File: config.mk
export PLATFORM = sky130hd
export DESIGN_NAME = probe_value_bank
export DESIGN_NICKNAME = d
export VERILOG_FILES = /design/src/rtl/probe_pkg.sv /design/src/rtl/probe_chan_fifo.sv /design/src/rtl/probe_value_bank.sv
export SDC_FILE = /design/constraint.sdc
export NUM_CORES = 1
export LEC_CHECK = 0
export ABC_AREA = 0
export BUFFER_PORTS_ARGS = -buffer_cell sky130_fd_sc_hd__clkbuf_2
export CAP_MARGIN = 15
export CORE_MARGIN = 2
export CORE_UTILIZATION = 30
export CTS_CLUSTER_DIAMETER = 40
export DETAILED_ROUTE_END_ITERATION = 7
export PLACE_DENSITY = 0.56
export SETUP_SLACK_MARGIN = 0.02
export SLEW_MARGIN = 30
export SYNTH_ARGS = -nofsm -noshare
export SYNTH_HDL_FRONTEND = slang
export SYNTH_SLANG_ARGS = --single-unit
File: constraint.sdc
create_clock -name UCLK -period 10.2 [get_ports UCLK]
set_clock_uncertainty 0.15 [all_clocks]
set_input_delay 0.51 -clock UCLK [delete_from_list [all_inputs] [get_ports UCLK]]
set_output_delay 0.51 -clock UCLK [all_outputs]
set_load 0.01 [all_outputs]
File: src/rtl/probe_pkg.sv
// probe_pkg: shared opcodes, serializer states and header helpers for the probe value bank.
package probe_pkg;

    localparam logic [2:0] PENABLE   = 3'd2;
    localparam logic [2:0] PCLEAROVF = 3'd3;
    localparam logic [2:0] PSENDONCE = 3'd5;

    typedef enum logic [1:0] {IDLE, HDR, DATA} ser_state_t;

    function automatic int probe_words(input int width);
        return (width + 31) / 32;
    endfunction

    function automatic logic [31:0] pack_header(input logic [15:0] id, input logic [7:0] seq,
                                                input logic [7:0] words);
        return {id, seq, words};
    endfunction

endpackage

File: src/rtl/probe_chan_fifo.sv
// probe_chan_fifo: one probe channel - change detection, enable/sendonce/forced flags,
// value FIFO with occupancy count and sticky overflow flag.
module probe_chan_fifo
    import probe_pkg::*;
#(
    parameter int ProbeWidth       = 1,
    parameter int FifoDepth        = 4,
    parameter bit InitiallyEnabled = 1'b0
) (
    input  logic                  i_clk,
    input  logic                  i_rst_n,
    input  logic                  i_cmd,
    input  logic [2:0]            i_op,
    input  logic [ProbeWidth-1:0] i_probe,
    input  logic                  i_probeen,
    input  logic                  i_pop,
    output logic [ProbeWidth-1:0] o_data,
    output logic                  o_empty,
    output logic                  o_delay,
    output logic                  o_overflow
);

    localparam int AW = $clog2(FifoDepth);
    localparam int CW = AW + 1;

    logic [ProbeWidth-1:0] r_mem [FifoDepth];
    logic [ProbeWidth-1:0] r_last;
    logic [AW-1:0]         r_wr, r_rd;
    logic [CW-1:0]         r_cnt;
    logic                  r_en, r_once, r_force, r_ovf;
    logic                  w_change, w_req, w_full, w_drop, w_push;
    logic [ProbeWidth-1:0] w_val;

    assign w_change   = i_probeen && (i_probe != r_last);
    assign w_req      = r_en && (w_change || r_force);
    assign w_val      = w_change ? i_probe : r_last;
    assign w_full     = r_cnt == CW'(FifoDepth);
    assign w_drop     = w_req && w_full && !i_pop;
    assign w_push     = w_req && !w_drop;
    assign o_data     = r_mem[r_rd];
    assign o_empty    = r_cnt == '0;
    assign o_delay    = r_en && (r_cnt >= CW'(FifoDepth - 1));
    assign o_overflow = r_ovf;

    always_ff @(posedge i_clk) begin
        if (w_push) r_mem[r_wr] <= w_val;
    end

    // Capture is judged on the old enable state; a command in the same cycle then overrides flags.
    always_ff @(posedge i_clk or negedge i_rst_n) begin
        if (!i_rst_n) begin
            r_last  <= '0;
            r_wr    <= '0;
            r_rd    <= '0;
            r_cnt   <= '0;
            r_en    <= InitiallyEnabled;
            r_once  <= 1'b0;
            r_force <= 1'b0;
            r_ovf   <= 1'b0;
        end else begin
            if (w_change) r_last <= i_probe;
            if (w_push) r_wr <= r_wr + AW'(1);
            if (i_pop) r_rd <= r_rd + AW'(1);
            r_cnt <= r_cnt + CW'(w_push) - CW'(i_pop);
            if (w_drop) r_ovf <= 1'b1;
            if (w_req) begin
                r_force <= 1'b0;
                if (r_once) begin
                    r_en   <= 1'b0;
                    r_once <= 1'b0;
                end
            end
            if (i_cmd) begin
                if (i_op == PENABLE) begin
                    r_en    <= 1'b1;
                    r_force <= 1'b1;
                end else if (i_op == PSENDONCE) begin
                    r_en   <= 1'b1;
                    r_once <= 1'b1;
                end else if (i_op == PCLEAROVF) begin
                    r_ovf <= 1'b0;
                end else begin
                    r_en    <= 1'b0;
                    r_once  <= 1'b0;
                    r_force <= 1'b0;
                    r_wr    <= '0;
                    r_rd    <= '0;
                    r_cnt   <= '0;
                end
            end
        end
    end

endmodule

File: src/rtl/probe_value_bank.sv
// probe_value_bank: multi-channel value probe; per-channel change FIFOs drained onto a
// shared 32-bit uplink by a round-robin arbiter and header/data serializer.
module probe_value_bank
    import probe_pkg::*;
#(
    parameter logic [15:0] BaseId           = 16'd0,
    parameter int          NumProbes        = 4,
    parameter int          ProbeWidth       = 1,
    parameter int          FifoDepth        = 4,
    parameter bit          InitiallyEnabled = 1'b0
) (
    input  logic                            UCLK,
    input  logic                            URST_N,
    input  logic                            CMDEN,
    input  logic [18:0]                     CMD,
    input  logic [NumProbes*ProbeWidth-1:0] PROBEIN,
    input  logic [NumProbes-1:0]            PROBEEN,
    output logic [31:0]                     DATAUP,
    output logic                            DATAVALID,
    input  logic                            ACK,
    output logic                            DELAY,
    output logic [NumProbes-1:0]            OVERFLOW
);

    localparam int PW = probe_words(ProbeWidth);
    localparam int SW = PW * 32;
    localparam int IW = NumProbes > 1 ? $clog2(NumProbes) : 1;

    logic [NumProbes-1:0]  w_empty, w_pop, w_delay;
    logic [ProbeWidth-1:0] w_data [NumProbes];
    logic                  w_any;
    logic [IW-1:0]         w_win, w_idx;
    ser_state_t            r_state;
    logic [IW-1:0]         r_rr;
    logic [7:0]            r_seq [NumProbes];
    logic [SW-1:0]         r_shift;
    logic [7:0]            r_left;

    genvar i;
    generate
        for (i = 0; i < NumProbes; i++) begin : g_chan
            localparam logic [15:0] ID = BaseId + 16'(i);
            probe_chan_fifo #(
                .ProbeWidth      (ProbeWidth),
                .FifoDepth       (FifoDepth),
                .InitiallyEnabled(InitiallyEnabled)
            ) u_chan (
                .i_clk     (UCLK),
                .i_rst_n   (URST_N),
                .i_cmd     (CMDEN && (CMD[18:3] == ID)),
                .i_op      (CMD[2:0]),
                .i_probe   (PROBEIN[i*ProbeWidth +: ProbeWidth]),
                .i_probeen (PROBEEN[i]),
                .i_pop     (w_pop[i]),
                .o_data    (w_data[i]),
                .o_empty   (w_empty[i]),
                .o_delay   (w_delay[i]),
                .o_overflow(OVERFLOW[i])
            );
            assign w_pop[i] = (r_state == IDLE) && w_any && (w_win == IW'(i));
        end
    endgenerate

    assign DELAY = |w_delay;

    // Scan from the far end so the nearest non-empty channel at or after r_rr wins.
    always_comb begin
        w_any = 1'b0;
        w_win = '0;
        w_idx = '0;
        for (int k = NumProbes - 1; k >= 0; k--) begin
            w_idx = IW'((int'(r_rr) + k) % NumProbes);
            if (!w_empty[w_idx]) begin
                w_any = 1'b1;
                w_win = w_idx;
            end
        end
    end

    always_ff @(posedge UCLK or negedge URST_N) begin
        if (!URST_N) begin
            r_state   <= IDLE;
            r_rr      <= '0;
            r_shift   <= '0;
            r_left    <= '0;
            DATAUP    <= '0;
            DATAVALID <= 1'b0;
            for (int n = 0; n < NumProbes; n++) r_seq[n] <= '0;
        end else begin
            case (r_state)
                IDLE: if (w_any) begin
                    DATAUP       <= pack_header(BaseId + 16'(w_win), r_seq[w_win], 8'(PW));
                    DATAVALID    <= 1'b1;
                    r_shift      <= SW'(w_data[w_win]);
                    r_left       <= 8'(PW - 1);
                    r_seq[w_win] <= r_seq[w_win] + 8'd1;
                    r_rr         <= (w_win == IW'(NumProbes - 1)) ? '0 : w_win + IW'(1);
                    r_state      <= HDR;
                end
                HDR: if (ACK) begin
                    DATAUP  <= r_shift[31:0];
                    r_shift <= r_shift >> 32;
                    r_state <= DATA;
                end
                DATA: if (ACK) begin
                    if (r_left == 8'd0) begin
                        DATAUP    <= '0;
                        DATAVALID <= 1'b0;
                        r_state   <= IDLE;
                    end else begin
                        DATAUP  <= r_shift[31:0];
                        r_shift <= r_shift >> 32;
                        r_left  <= r_left - 8'd1;
                    end
                end
                default: r_state <= IDLE;
            endcase
        end
    end

endmodule

=== Word-level counts from Yosys, hierarchy flattened ===
Memories as Yosys holds them, arrays and structs flattened.
Cells that the tools add are included.
Widths: inputs -> output; s select.

* Divide/modulo/power cells: 0
* $mul: 0
* Multiplexer cells: 201
* Shift operators: 0
* Bitwise operators: 1
* Reduce and logical (&&, ||, !) cells: 63
* Equal/unequal tests: 24
* Add/subtract/negate cells: 22
* Order comparisons: 10

{| class="wikitable"
|+ Operator list
! cell !! count
|-
| $mux 32 || 8
|-
| $pmux 32 s3 || 2
|-
| $mux 1 || 109
|-
| $mux 2 || 49
|-
| $mux 3 || 16
|-
| $mux 8 || 6
|-
| $logic_and 1x1->1 || 34
|-
| $bwmux 32 || 1
|-
| $eq 16x2->1 const B || 2
|-
| $add 2x1->2 const B || 10
|-
| $bmux 8 s2 || 1
|-
| $demux 8 s2 || 1
|-
| $eq 16x1->1 const B || 1
|-
| $logic_not 16->1 || 1
|-
| $pmux 8 s2 || 1
|-
| $reduce_and 4->1 || 4
|-
| $eq 3x3->1 const B || 5
|-
| $add 3x1->3 || 4
|-
| $ge 3x2->1 const B || 4
|-
| $logic_not 3->1 || 4
|-
| $lt 2x3->1 const B || 4
|-
| $sub 3x1->3 || 4
|-
| $bmux 1 s2 || 5
|-
| $ne 2x2->1 const B || 5
|-
| 21 further kinds || 40
|}

* Output and inout bits: 38
* Logic and storage cells: 367
* Register bits: 157
* Memory bits (read-only): 0
* Memory bits (writable): 16
* Bits in latches: 0
* Memories: 4
* Input bits: 31

{| class="wikitable"
|+ Memory list
! name !! depth !! bits a word !! read ports !! clocked after Yosys merged registers in !! write ports !! line !! source
|-
| g_chan[0].u_chan.r_mem || 4 || 1 || 1 || 0 || 1 || probe_chan_fifo.sv:26 || <nowiki>logic [ProbeWidth-1:0] r_mem [FifoDepth];</nowiki>
|-
| g_chan[1].u_chan.r_mem || 4 || 1 || 1 || 0 || 1 || probe_chan_fifo.sv:26 ||
|-
| g_chan[2].u_chan.r_mem || 4 || 1 || 1 || 0 || 1 || probe_chan_fifo.sv:26 ||
|-
| g_chan[3].u_chan.r_mem || 4 || 1 || 1 || 0 || 1 || probe_chan_fifo.sv:26 ||
|}

=== Logic depth before layout (Yosys ltp) ===
* Depth in word-level cells: 19
* Mapped depth: 17
* Gate-level depth less buffers: 15

=== Cells and area by module ===
A second synthesis with hierarchy kept.

* Cell total of the unflattened synthesis: 680
* Area total of the unflattened synthesis: 6,970.4 µm²

{| class="wikitable"
|+ Modules (own cells, without submodules)
! module !! seq. area each (µm²) !! cells an instance !! area each (µm²) !! instances
|-
| probe_chan_fifo || 420.4 || 85 || 944.7 || 4
|-
| probe_value_bank || 1,426.4 || 340 || 3,191.8 || 1
|}

=== Worst setup path before layout ===
OpenSTA, ideal clock, no wires.

* Kind: register to register
* From: register g_chan[0].u_chan.r_cnt[1]
* To: register g_chan[0].u_chan.r_cnt[2]
* Setup time: 135 ps
* Arrival time: 3,218 ps
* Cell stages (with the launch flop): 17
* Data required time: 9,915 ps
* Path buffers: 2
* Period minus slack after synthesis: 3,503 ps
* Slack: 6,697 ps
* Cell sequence: dfrtp_1 > or3_1 > a22oi_1 > o31ai_2 > a21oi_4 > buf_6 > inv_1 > ha_1 > nand2_1 > inv_1 > clkbuf_1 > ha_1 > inv_1 > ha_1 > fa_1 > xnor2_1 > nor2_1

* Longest elaborated chain between the ends: 19
* Elaborated cells on any way between the ends: 32
* Those cells by class: add/sub (2); eq/ne (1); mux (20); reduce/logical (9)

{| class="wikitable"
|+ Ends and longest elaborated chain
! element !! line !! source
|-
| start, declared || probe_chan_fifo.sv:29 || <nowiki>logic [CW-1:0] r_cnt;</nowiki>
|-
| start signal, assigned || probe_chan_fifo.sv:64 || <nowiki>r_cnt <= r_cnt + CW'(w_push) - CW'(i_pop);</nowiki>
|-
| $logic_not 3->1 || probe_chan_fifo.sv:41 || <nowiki>assign o_empty = r_cnt == '0;</nowiki>
|-
| $bmux 1 s2 || probe_value_bank.sv:73 || <nowiki>if (!w_empty[w_idx]) begin</nowiki>
|-
| $mux 1 (not written as such) || probe_value_bank.sv:73 ||
|-
| $mux 2 / $mux 1 (equally long branches) (4 in series) || probe_value_bank.sv:73 ||
|-
| $logic_not 2->1 / $logic_and 1x1->1 (equally long branches) || probe_value_bank.sv:60 || <nowiki>assign w_pop[i] = (r_state == IDLE) && w_any && (w_win == IW'(i));</nowiki>
|-
| $logic_and 1x1->1 || probe_value_bank.sv:60 ||
|-
| $logic_not 1->1 || probe_chan_fifo.sv:38 || <nowiki>assign w_drop = w_req && w_full && !i_pop;</nowiki>
|-
| $logic_and 1x1->1 || probe_chan_fifo.sv:38 ||
|-
| $logic_not 1->1 || probe_chan_fifo.sv:39 || <nowiki>assign w_push = w_req && !w_drop;</nowiki>
|-
| $logic_and 1x1->1 || probe_chan_fifo.sv:39 ||
|-
| $add 3x1->3 || probe_chan_fifo.sv:64 ||
|-
| $sub 3x1->3 (*) || probe_chan_fifo.sv:64 ||
|-
| $mux 3 || probe_chan_fifo.sv:80 || <nowiki>end else if (i_op == PCLEAROVF) begin</nowiki>
|-
| $mux 3 || probe_chan_fifo.sv:77 || <nowiki>end else if (i_op == PSENDONCE) begin</nowiki>
|-
| $mux 3 || probe_chan_fifo.sv:74 || <nowiki>if (i_op == PENABLE) begin</nowiki>
|-
| $mux 3 (*) || probe_chan_fifo.sv:73 || <nowiki>if (i_cmd) begin</nowiki>
|}

Mark *: on every way between the ends. The rest lies on a longest branch, timed or not. The select of a mux whose other input is x is not followed.
A chain may end at the register's enable or synchronous reset.

=== Final worst setup path ===
Ends and elaborated chain as after synthesis.

==> run_results.csv <==
group,metric,value,unit
flow_run,maxCapViolations,0,
placed_design,routabilityCongestion,0.812,
global_routing,grt_max_degree,70,
global_routing,grt_overflow_total,0,
sta,clock.fmax,233,MHz
placed_design,placed_area,0.00700,sq mm
setup_path,startpoint,"g_chan[0].u_chan.r_cnt[1]$_DFF_PN0_",
synthesis,syn_area,0.00659,sq mm
setup_path,start_kind,"flop",
sta,rsz0062_at_grt,"no",
run_status,status,"finished clean",
cells_and_area,post-route-util,34.9,%
floorplanning,boundaryPins,69,
sta,max_slew_margin,53.4,%
clock_network,post_cts_buffers,0,
setup_path,crit_fanout,13,
setup_path,critPathCaptureType,"flop",
clock_network,cts_tree,"built",
floorplanning,fp.dieArea,0.0232,sq mm
detailed_routing,top_layer,"met4",
synthesis,synth-compound-area-share,10.4,%
setup_path,cp.depth,14,
floorplanning,core.rowCount,54,
cells_and_area,fillers,2179,
power,peakVddDrop,0.137,mV
global_routing,grtUsageTotal,12.4,%
synthesis,seq_area_frac_synth,47.2,%
cells_and_area,drive_gt1_share,15.4,%
clock_network,cts_buffers,17,
setup_path,endpoint,"g_chan[0].u_chan.r_cnt[2]$_DFF_PN0_",
clock_network,cts_sinks,121,
detailed_routing,totalWireLength,13700,microns
detailed_routing,wl_met1,6810,microns
cells_and_area,n_antenna_cell,0,
setup_path,critical_path.max_stage_delay,0.56,ns
clock_network,clock_path_buffers,2,
cells_and_area,multi_input_area,0.00313,sq mm
detailed_routing,route.met3.wl,566,microns
clock_network,cts_root_buf,"clkbuf_16",
placed_design,io_buffers,47,
synthesis,ys.flop_type,"dfrtp_1",
power,powerDensity,299,mW/mm^2
setup_path,cp_data_required_time,10.33,ns
setup_path,worstReg2RegEnd,"g_chan[0].u_chan.r_cnt[2]$_DFF_PN0_",
synthesis,synth_most_common_cell,"dfrtp_1",
synthesis,synthXorXnorAreaFrac,3.59,%
sta,fin_tns_setup,0,ns
sta,tightestPinTransition,0.698,ns
sta,period_share,42.1,%
detailed_routing,ant_nets,0,
clock_network,clk_pin_slew,0.06,ns
floorplanning,floorplan.initialDensity,30.4,%
detailed_routing,wl_met2,6120,microns
synthesis,synth_common_cells,"dfrtp_1 (105), nor2_1 (70), nand2_1 (68)",
synthesis,muxShareOfSynthArea,7.29,%
detailed_routing,wl_per_cell,13.9,microns
detailed_routing,dr.pass1.iters,5,
floorplanning,die_x,152,microns
sta,hold_violations,0,
synthesis,synth_cells,643,
global_routing,grt_first_pass_wirelength,22900,microns
floorplanning,die_h,152,microns
synthesis,synth_top_area_cell,"dfrtp_1",
power,leakage,3.48,nW
placed_design,hpwl,9870,microns
setup_path,path_cells,"or3_1 -> a22oi_1 -> o31ai_2 -> a21oi_4 -> inv_1 -> ha_1 -> nand2_1 -> inv_1 -> ha_1 -> inv_1 -> ha_1 -> fa_1 -> xnor2_1 -> nor2_1",
synthesis,yosysTopAreaCellShare,39.9,%
synthesis,synth-simple-area-share,16.2,%
setup_path,crit_path_top_delay_cell,"a21oi_4",
detailed_routing,num_vias,4503,
sta,fin_crit,4.29,ns
synthesis,syn_area_per_cell,10.2,sq um
synthesis,synth_enable_flop_cells,16,
synthesis,ys_seq_elements,121,
sta,setup_viol,0,
setup_path,cp.arrival,4.43,ns
synthesis,synth_fa_ha_area_share,8.81,%
synthesis,synth_area_leaders,"dfrtp_1 (40%), ha_1 (7.6%), edfxtp_1 (7.3%)",
sta,slew_viol_final,0,
synthesis,synth_top_family_by_area,"simple AND/OR/NAND/NOR gates",
synthesis,yosys_warnings,0,
synthesis,async_flop_share,86.8,%
floorplanning,core,0.0217,sq mm
cells_and_area,area_growth,14.9,%
clock_network,clk_latency,0.42,ns
cells_and_area,nets,766,
setup_path,critPathKind,"flop to flop",
cells_and_area,register_area,0.00311,sq mm
detailed_routing,drt_iter0_drc,234,
setup_path,ff2ff_setup_slack,5.91,ns
setup_path,crit_family,"adder cells",
setup_path,reg2regPathDepth,14,
synthesis,yosys.cell_types.count,54,
worst_hold_path,holdCritPathClass,"input port to flop",
setup_path,r2r-start,"g_chan[0].u_chan.r_cnt[1]$_DFF_PN0_",
detailed_routing,routed_via_density,4.58,
clock_network,htree_levels,4,
sta,finalWorstSetupSlack,5.91,ns
setup_path,path_buf_inv,3,
detailed_routing,drc,0,
sta,holdWs,0.248,ns
placed_design,pre_cts_slack,5.96,ns
cells_and_area,fin_area,0.00757,sq mm
global_routing,antenna_found_initial,0,
global_routing,grt_pass1_vias,4386,
==> sequential cells by signal, indices dropped and copies added, names as in the netlist <==
register / flops
r_rr: 2
g_chan.u_chan.r_rd: 8
g_chan.u_chan.r_mem: 16
g_chan.u_chan.o_overflow: 4
g_chan.u_chan.r_force: 4
r_state: 2
r_shift: 1
g_chan.u_chan.r_once: 4
g_chan.u_chan.r_last: 4
g_chan.u_chan.r_wr: 8
g_chan.u_chan.r_en: 4
g_chan.u_chan.r_cnt: 12
r_seq: 32
DATAVALID: 1
DATAUP: 11
r_left: 8
==> layout by cell type, fill, tap and decap left out, types with 5 or more instances in the layout <==
master and instances:
ha_1 40, nor2_1 70, a21oi_1 16, xor2_1 14, clkinv_2 6, clkbuf_16 17, nand2b_1 8, mux2_2 10
inv_1 42, o21ai_1 7, nor3_1 10, nor4_1 6, xnor2_1 13, o21ai_0 31, clkbuf_2 46, dfrtp_1 105
conb_1 21, mux2i_1 16, and2_1 20, or3_1 5, a22oi_1 6, nand3_1 11, a22o_1 8, nor2b_1 10
a31oi_1 15, edfxtp_1 16, o211ai_1 8, nand2_1 68
==> power by group <==
group | switching [mW] | leakage (nW) | internal, mW
Combinational | 0.580 | 1.75 | 0.376
Sequential | 0.109 | 1.45 | 0.625
Clock | 0.211 | 0.272 | 0.361
==> per-stage QoR <==
step	cells	total power, mW
3_5_place_dp	951	1.70
4_1_cts	983	2.29
5_1_grt	983	2.44
6_report	983	2.26
3_3_place_gp	951	1.69
2_1_floorplan	663	1.48
==> cell families (layout without fill, tap and decap cells) <==
kind of cell / Yosys count / in the layout
mux: 36 / 36
flops: 121 / 121
fa+ha+maj: 44 / 44
buf+inv: 83 / 123
compound gates: 108 / 108
other cells: 1 / 21
simple gates: 223 / 223
xor+xnor: 27 / 27
==> worst min-delay path by stage <==
stage | slack, ns | cells past startpoint | from | to
after detailed placement | 0.31 | 2 | r_seq[17]$_DFFE_PN0P_ | r_seq[17]$_DFFE_PN0P_
after CTS | 0.23 | 2 | CMD[3] | g_chan[1].u_chan.o_overflow$_DFF_PN0_
after floorplan | 0.06 | 0 | URST_N | DATAUP[0]$_DFFE_PN0P_
after global routing | 0.26 | 2 | CMD[3] | g_chan[1].u_chan.o_overflow$_DFF_PN0_
final | 0.25 | 2 | CMD[3] | g_chan[1].u_chan.o_overflow$_DFF_PN0_
after global placement | 0.31 | 2 | r_seq[25]$_DFFE_PN0P_ | r_seq[25]$_DFFE_PN0P_
==> metal layers <==
layer	GRT usage [%]	vias up
met5	0	-
met4	4.27	0
met3	3.36	13
met2	18.5	87
met1	17.5	2141
li1	-	2262
==> area by class of cell <==
class / instances / share of cell area, %
clock buffers: 21 / 5.95
clock inverters: 10 / 1.39
inverters: 42 / 2.08
multi-input cells: 459 / 41.4
flip-flops and latches: 121 / 41.1
well taps: 280 / 4.63
repair buffers: 50 / 3.52
==> what timing repair did <==
item,4_1_cts,5_1_grt
hold buffers,1,0
gates resized for setup,0,0
hold endpoints to repair,36,0
(Power assumes the default switching activity.)
